### src/rtl/adder_pkg.sv
// Shared constants for the bit-serial adder: FSM encodings and default operand width.
package adder_pkg;

    localparam int DEFAULT_WIDTH = 8;

    localparam logic [1:0] ST_IDLE = 2'd0;
    localparam logic [1:0] ST_RUN  = 2'd1;
    localparam logic [1:0] ST_DONE = 2'd2;

endpackage : adder_pkg

### src/rtl/full_adder.sv
// One-bit combinational full adder used as the per-bit datapath of serial_adder.
module full_adder (
    input  logic A,
    input  logic B,
    input  logic C,
    output logic sum,
    output logic carry
);

    assign sum   = A ^ B ^ C;
    assign carry = (A & B) | (C & (A ^ B));

endmodule : full_adder

### src/rtl/serial_adder.sv
// Bit-serial adder: computes {carry,sum} = A + B + C one bit per clock, LSB first,
// using a single full adder and a carry flop. Result is valid from the done pulse on.
module serial_adder
    import adder_pkg::*;
#(
    parameter int WIDTH = DEFAULT_WIDTH
) (
    input  logic             clk,
    input  logic             rst_n,
    input  logic             start,
    input  logic [WIDTH-1:0] A,
    input  logic [WIDTH-1:0] B,
    input  logic             C,
    output logic             busy,
    output logic             done,
    output logic [WIDTH-1:0] sum,
    output logic             carry
);

    localparam int            CW       = $clog2(WIDTH);
    localparam logic [CW-1:0] CNT_LAST = CW'(WIDTH - 1);
    localparam logic [CW-1:0] CNT_ONE  = CW'(1);

    logic [1:0]       state_q,  state_d;
    logic [CW-1:0]    cnt_q,    cnt_d;
    logic [WIDTH-1:0] a_sr_q,   a_sr_d;
    logic [WIDTH-1:0] b_sr_q,   b_sr_d;
    logic [WIDTH-1:0] sum_sr_q, sum_sr_d;
    logic             carry_q,  carry_d;

    logic fa_sum;
    logic fa_carry;

    full_adder u_full_adder (
        .A     (a_sr_q[0]),
        .B     (b_sr_q[0]),
        .C     (carry_q),
        .sum   (fa_sum),
        .carry (fa_carry)
    );

    always_comb begin
        // NOTE: every next-state signal gets a hold default first so no path infers a latch.
        state_d  = state_q;
        cnt_d    = cnt_q;
        a_sr_d   = a_sr_q;
        b_sr_d   = b_sr_q;
        sum_sr_d = sum_sr_q;
        carry_d  = carry_q;

        case (state_q)
            ST_IDLE, ST_DONE: begin
                if (start) begin
                    state_d  = ST_RUN;
                    cnt_d    = '0;
                    a_sr_d   = A;
                    b_sr_d   = B;
                    sum_sr_d = '0;
                    carry_d  = C;
                end else begin
                    state_d = ST_IDLE;
                end
            end
            ST_RUN: begin
                // Sum bits enter at the MSB so bit 0 lands in place after WIDTH shifts.
                sum_sr_d = {fa_sum, sum_sr_q[WIDTH-1:1]};
                a_sr_d   = {1'b0, a_sr_q[WIDTH-1:1]};
                b_sr_d   = {1'b0, b_sr_q[WIDTH-1:1]};
                carry_d  = fa_carry;
                cnt_d    = cnt_q + CNT_ONE;
                if (cnt_q == CNT_LAST) begin
                    state_d = ST_DONE;
                end
            end
            default: begin
                state_d = ST_IDLE;
            end
        endcase
    end

    // NOTE: sequential state uses non-blocking assignments only; all of it is async-cleared.
    always_ff @(posedge clk or negedge rst_n) begin
        if (!rst_n) begin
            state_q  <= ST_IDLE;
            cnt_q    <= '0;
            a_sr_q   <= '0;
            b_sr_q   <= '0;
            sum_sr_q <= '0;
            carry_q  <= 1'b0;
        end else begin
            state_q  <= state_d;
            cnt_q    <= cnt_d;
            a_sr_q   <= a_sr_d;
            b_sr_q   <= b_sr_d;
            sum_sr_q <= sum_sr_d;
            carry_q  <= carry_d;
        end
    end

    assign busy  = (state_q == ST_RUN);
    assign done  = (state_q == ST_DONE);
    assign sum   = sum_sr_q;
    assign carry = carry_q;

endmodule : serial_adder

### config.mk
export PLATFORM = sky130hd
export DESIGN_NAME = serial_adder
export DESIGN_NICKNAME = d
export VERILOG_FILES = /design/src/rtl/adder_pkg.sv /design/src/rtl/full_adder.sv /design/src/rtl/serial_adder.sv
export SDC_FILE = /design/constraint.sdc
export NUM_CORES = 1
export LEC_CHECK = 0
export ABC_AREA = 0
export CORE_AREA = 2 2 56 58
export DETAILED_ROUTE_END_ITERATION = 8
export DIE_AREA = 0 0 58 60
export PLACE_DENSITY = 0.83
export REMOVE_ABC_BUFFERS = 1
export SLEW_MARGIN = 5
export SYNTH_ARGS = -nofsm -noshare
export SYNTH_HDL_FRONTEND = slang
export SYNTH_SLANG_ARGS = --single-unit
### constraint.sdc
create_clock -name clk -period 2.9 [get_ports clk]
set_input_delay 0.58 -clock clk [delete_from_list [all_inputs] [get_ports clk]]
set_output_delay 0.58 -clock clk [all_outputs]
set_load 0.05 [all_outputs]
==> impl_metrics.yaml, run 1 <==
outcome:
  status: "finished clean"
job:
  max-cap-violations: 0
floorplan:
  rows: 20
  die_w_um: 58
  initial_core_util: 0.507
  core-area_um2: 2900
  die_y_um: 60
  die_area_um2: 3480
  io_pins: 31
cts:
  clk_path_buf_depth: 2
  cts_tree: "done"
  htreeDepth: 2
  ctsHoldBuffers: 0
  cts_resized: 0
  cts_setup_buffers: 0
  cts_buffers: 5
  numClockSinks: 30
  clk_pin_slew_ps: 90
  clock_latency_ps: 330
  cts-root-buf: "clkbuf_4"
timing:
  max_freq_ghz: 0.396
  drv_slew: 0
  period_share: 0.870
  worst_pin_slew_ps: 498
  layout_min_cycle_time_ps: 2520
  setup_viol: 0
  finalHoldViolations: 0
  setup_tns_ps: 0
  finalClockSkew_ps: 4.32
  slew_headroom: 0.667
  rsz0062_at_grt: "no"
placed_design:
  hpwl_um: 2040
  place.gp.congestion: 0.734
  portBuffers: 30
layout:
  layout.nets: 185
  final_util: 0.636
  diodes: 0
  drive_above_1_share: 0.123
  area_growth_pct: 25.4
  mostFrequentLayoutCells: "dfrtp_1 (30), clkdlybuf4s50_1 (30), nor2b_1 (10), a22o_1 (10), a21oi_1 (9)"
logic_synthesis:
  ys.flop_type: "dfrtp_1"
  synthCells: 131
  async_reset_ff_frac: 1.00
  ys_types: 29
  synth-seq-area-share: 0.510
  synth_top_area_frac: 0.510
  yosysTopAreaCell: "dfrtp_1"
  synth-edff-count: 0
  syn_area_per_cell_um2: 11.2
  synth.area.top_cells: "dfrtp_1 (51%), a22o_1 (5.9%), mux2i_1 (5.4%)"
  ys_ff_latch: 30
  yosys_warnings: 0
  netlist_area_um2: 1470
power:
  p_per_area_nw_per_um2: 1130
  p_seq_frac: 0.363
  clkPwrFrac: 0.145
  p_leak_nw: 0.772
  pwr-share-comb: 0.492
  ir_drop_mv: 0.666
  power_switching_uw: 867
  p_sw_frac: 0.415
  p_int_mw: 1.22
grt:
  grt_pass1_wl_um: 4920
  antenna_found_initial: 0
  grt_max_degree: 31
  grt_usage: 0.191
  grt_pass1_vias: 1151
  gr-total-overflow: 0
routing:
  drt_iter0_drc: 35
  antenna_left: 0
  postRouteWirelength_um: 2860
  avgRoutedWirePerCell_um: 14.6
  remaining_drc_errors: 0
  drtPass1Iterations: 4
  viasPerCell: 5.76
  vias: 1129
worst_hold_path:
  hp-class: "flip-flop to flip-flop"
  min-delay-start: "b_sr_q[6]"
setup_path:
  crit_type: "flip-flop to output pin"
  required_ps: 2320
  r2r_start: "cnt_q[0]"
  cp.arrival_ps: 1940
  rrSetupSlack_ps: 1410
  crit_fanout: 27
  startpoint: "state_q[0]"
  cp-start-kind: "flip-flop"
  cp-end-kind: "output pin"
[critical path, cell delays in order, from the launching register on]
cell	delay [ps]
dfrtp_1	420
buf_4	230
nor2b_1	150
clkdlybuf4s50_1	820
[cells in the mapped netlist, types with 2 or more instances]
| cell type | number |
|---|---|
| mux2_2 | 3 |
| nand2b_1 | 2 |
| a21oi_1 | 9 |
| dfrtp_1 | 30 |
| o21ai_0 | 3 |
| o22ai_1 | 6 |
| mux2i_1 | 8 |
| a211oi_1 | 8 |
| nand2_1 | 2 |
| a22o_1 | 10 |
| ha_1 | 2 |
| inv_1 | 3 |
| nor2b_1 | 10 |
| nor3_1 | 6 |
| nor2_1 | 8 |
| buf_2 | 6 |
| buf_6 | 2 |
| nand3_1 | 2 |
[final timing paths]
check                       endpoint  cells past startpoint
max reg2reg                 cnt_q[2]                      4
min reg2reg                b_sr_q[6]                      2
min                        b_sr_q[6]                      2
max in group asynchronous  b_sr_q[5]                      2
min in group asynchronous     sum[3]                      2
max                             done                      3
[per-stage QoR]
| step | instances | hold WS (ps) | setup WS, ps | total power, mW | area [µm²] |
|---|---|---|---|---|---|
| 2_1_floorplan | 120 | 284 | 877 | 1.47 | 1390 |
| 3_3_place_gp | 188 | 485 | 776 | 1.74 | 1770 |
| 3_5_place_dp | 188 | 501 | 764 | 1.80 | 1770 |
| 4_1_cts | 196 | 522 | 376 | 2.11 | 1850 |
| 5_1_grt | 196 | 552 | 293 | 2.25 | 1850 |
| 6_report | 196 | 512 | 376 | 2.09 | 1850 |
[metal layers]
layer  vias up  track usage  part of all wire
met1       553        0.223              0.44
met2        30        0.320              0.49
met4         0        0.113             0.020
met3         7       0.0455             0.057
li1        539            -                 -
met5         -            0                 0
[layout make-up]
type                       count  area (µm²)
timing repair buffer          35         338
clock buffer                   8        78.8
sequential                    30         751
multi-input combinational     86         618
inverter                       4        20.0
tap                           33        41.3
fill                         256        1060
[kinds of logic after synthesis]
kind of cell | share of synthesized area
flops | 0.510
compound gates | 0.181
mux | 0.0773
simple gates | 0.125
buf+inv | 0.0705
xor+xnor | 0.00595
fa+ha+maj | 0.0306
[sequential cells by signal (all words and copies together) (netlist names)]
signal and flops:
state_q 2, sum 8, b_sr_q 8, a_sr_q 8, carry 1, cnt_q 3
[power groups by stage]
stage | Clock, mW | Combinational, mW | Sequential (mW)
global placement | 0 | 0.993 | 0.750
floorplan | 0 | 0.523 | 0.949
detailed placement | 0 | 1.04 | 0.763
global route | 0.334 | 1.13 | 0.784
CTS | 0.313 | 1.04 | 0.759
finish | 0.303 | 1.03 | 0.756
Note: power is estimated with default switching activity, not from simulation.
==> run 2: changes to the inputs <==
--- a/config.mk
+++ b/config.mk
@@ -6,10 +6,12 @@
 export NUM_CORES = 1
 export LEC_CHECK = 0
 export ABC_AREA = 0
+export CAP_MARGIN = 0
 export CORE_AREA = 2 2 56 58
 export DETAILED_ROUTE_END_ITERATION = 8
 export DIE_AREA = 0 0 58 60
-export PLACE_DENSITY = 0.83
+export PLACE_DENSITY = 0.8
+export RECOVER_POWER = 100
 export REMOVE_ABC_BUFFERS = 1
 export SLEW_MARGIN = 5
 export SYNTH_ARGS = -nofsm -noshare
==> run 2 against run 1 <==
Net effect: the run now ends with capacitance limit, slew limit left; sequential cell count unchanged; sequential share of layout area is 1.1 points higher; worst hold slack gained 7.3 ps; non-clock buffer count shrank 1; total power decreased by 4.7%; register-to-register slack got worse by 310 ps; utilization shrank 1.6 points; clock power down 15%; sequential power grew 2%.
==> impl_metrics.yaml, run 2 (same netlist as run 1, synthesis figures left out) <==
outcome:
  status: "finished with violations"
  violations: "capacitance limit, slew limit"
cts:
  numClockSinks: 30
  cts_resized: 0
  cts-root-buf: "clkbuf_4"
  cts_setup_buffers: 0
  clock_latency_ps: 330
  cts_tree: "done"
  ctsHoldBuffers: 0
  clk_path_buf_depth: 2
  clk_pin_slew_ps: 100
  cts_buffers: 5
  htreeDepth: 2
power:
  ir_drop_mv: 0.671
  p_leak_nw: 0.764
  p_per_area_nw_per_um2: 1100
grt:
  grt_pass1_wl_um: 4890
  gr-total-overflow: 0
  antenna_found_initial: 0
  grt_pass1_vias: 1110
  grt_usage: 0.190
  grt_max_degree: 31
routing:
  avgRoutedWirePerCell_um: 14.4
  drtPass1Iterations: 4
  viasPerCell: 5.54
  postRouteWirelength_um: 2810
  remaining_drc_errors: 0
  vias: 1080
  drt_iter0_drc: 31
  antenna_left: 0
timing:
  rsz0062_at_grt: "no"
  period_share: 0.945
  layout_min_cycle_time_ps: 2740
  finalClockSkew_ps: 12.4
  drv_slew: 31
  max_freq_ghz: 0.365
  setup_viol: 0
  finalHoldViolations: 0
  setup_tns_ps: 0
  slew_headroom: -0.0325
  worst_pin_slew_ps: 1550
floorplan:
  rows: 20
  initial_core_util: 0.507
  core-area_um2: 2900
  die_y_um: 60
  io_pins: 31
  die_w_um: 58
  die_area_um2: 3480
placed_design:
  portBuffers: 30
  hpwl_um: 1960
  place.gp.congestion: 0.743
setup_path:
  cp.arrival_ps: 2160
  cp-start-kind: "flip-flop"
  crit_fanout: 16
  crit_type: "flip-flop to output pin"
  cp-end-kind: "output pin"
  required_ps: 2320
layout:
  layout_commonest_cell: "dfrtp_1"
  drive_above_1_share: 0.0864
  fill_cells: 263
  layout.nets: 184
  mostFrequentLayoutCells: "dfrtp_1 (30), clkdlybuf4s50_1 (18), dlygate4sd3_1 (12), nor2b_1 (10), a22o_1 (10)"
  diodes: 0
  area_growth_pct: 22.2
  final_util: 0.620
worst_hold_path:
  hp-class: "flip-flop to flip-flop"
job:
  max-cap-violations: 1
==> run 2: through the flow <==
stage	cell area [µm²]	worst slack, ps	total power, mW	cells	hold WS (ps)
after floorplan	1390	877	1.47	120	284
after CTS	1820	182	2.05	195	518
after global routing	1800	31.3	2.14	195	532
after global placement	1760	609	1.74	187	486
after detailed placement	1760	562	1.78	187	496
final	1800	159	1.99	195	519
==> run 2: area by class of cell <==
type / instances / area, µm² / share of cell area
well taps: 33 / 41.3 / 0.0229
clock inverters: 1 / 5.00 / 0.00278
inverters: 4 / 17.5 / 0.00974
clock buffers: 7 / 55.1 / 0.0306
flip-flops and latches: 30 / 751 / 0.417
multi-input cells: 86 / 611 / 0.339
repair buffers: 34 / 319 / 0.177
==> run 2: critical path, stage by stage, from the launching register on <==
cell	delay, ps
dfrtp_1	640
nand2b_4	170
inv_4	190
clkdlybuf4s50_1	830
==> run 2: power breakdown <==
group	total [mW]	switching (mW)	internal (mW)
combinational	0.961	0.559	0.402
sequential	0.768	0.155	0.612
clock	0.258	0.141	0.117
==> run 2: worst paths after layout <==
kind	endpoint	startpoint	cells after the start	slack [ps]
worst max-delay path	busy	state_q[0]	3	160
worst min-delay path	b_sr_q[6]	b_sr_q[6]	2	520
worst max register to register	sum[1]	state_q[0]	3	1100
worst min register to register	b_sr_q[6]	b_sr_q[6]	2	520
max in group asynchronous	sum[0]	rst_n	2	840
min in group asynchronous	sum[7]	rst_n	2	1160
==> run 2: layer usage <==
metal  up-vias  wire length (µm)  GRT usage
met2        33              1300      0.318
li1        529                 -          -
met4         0                36     0.0598
met1       514              1270      0.230
met3         4               193     0.0693
met5         -                 0          0
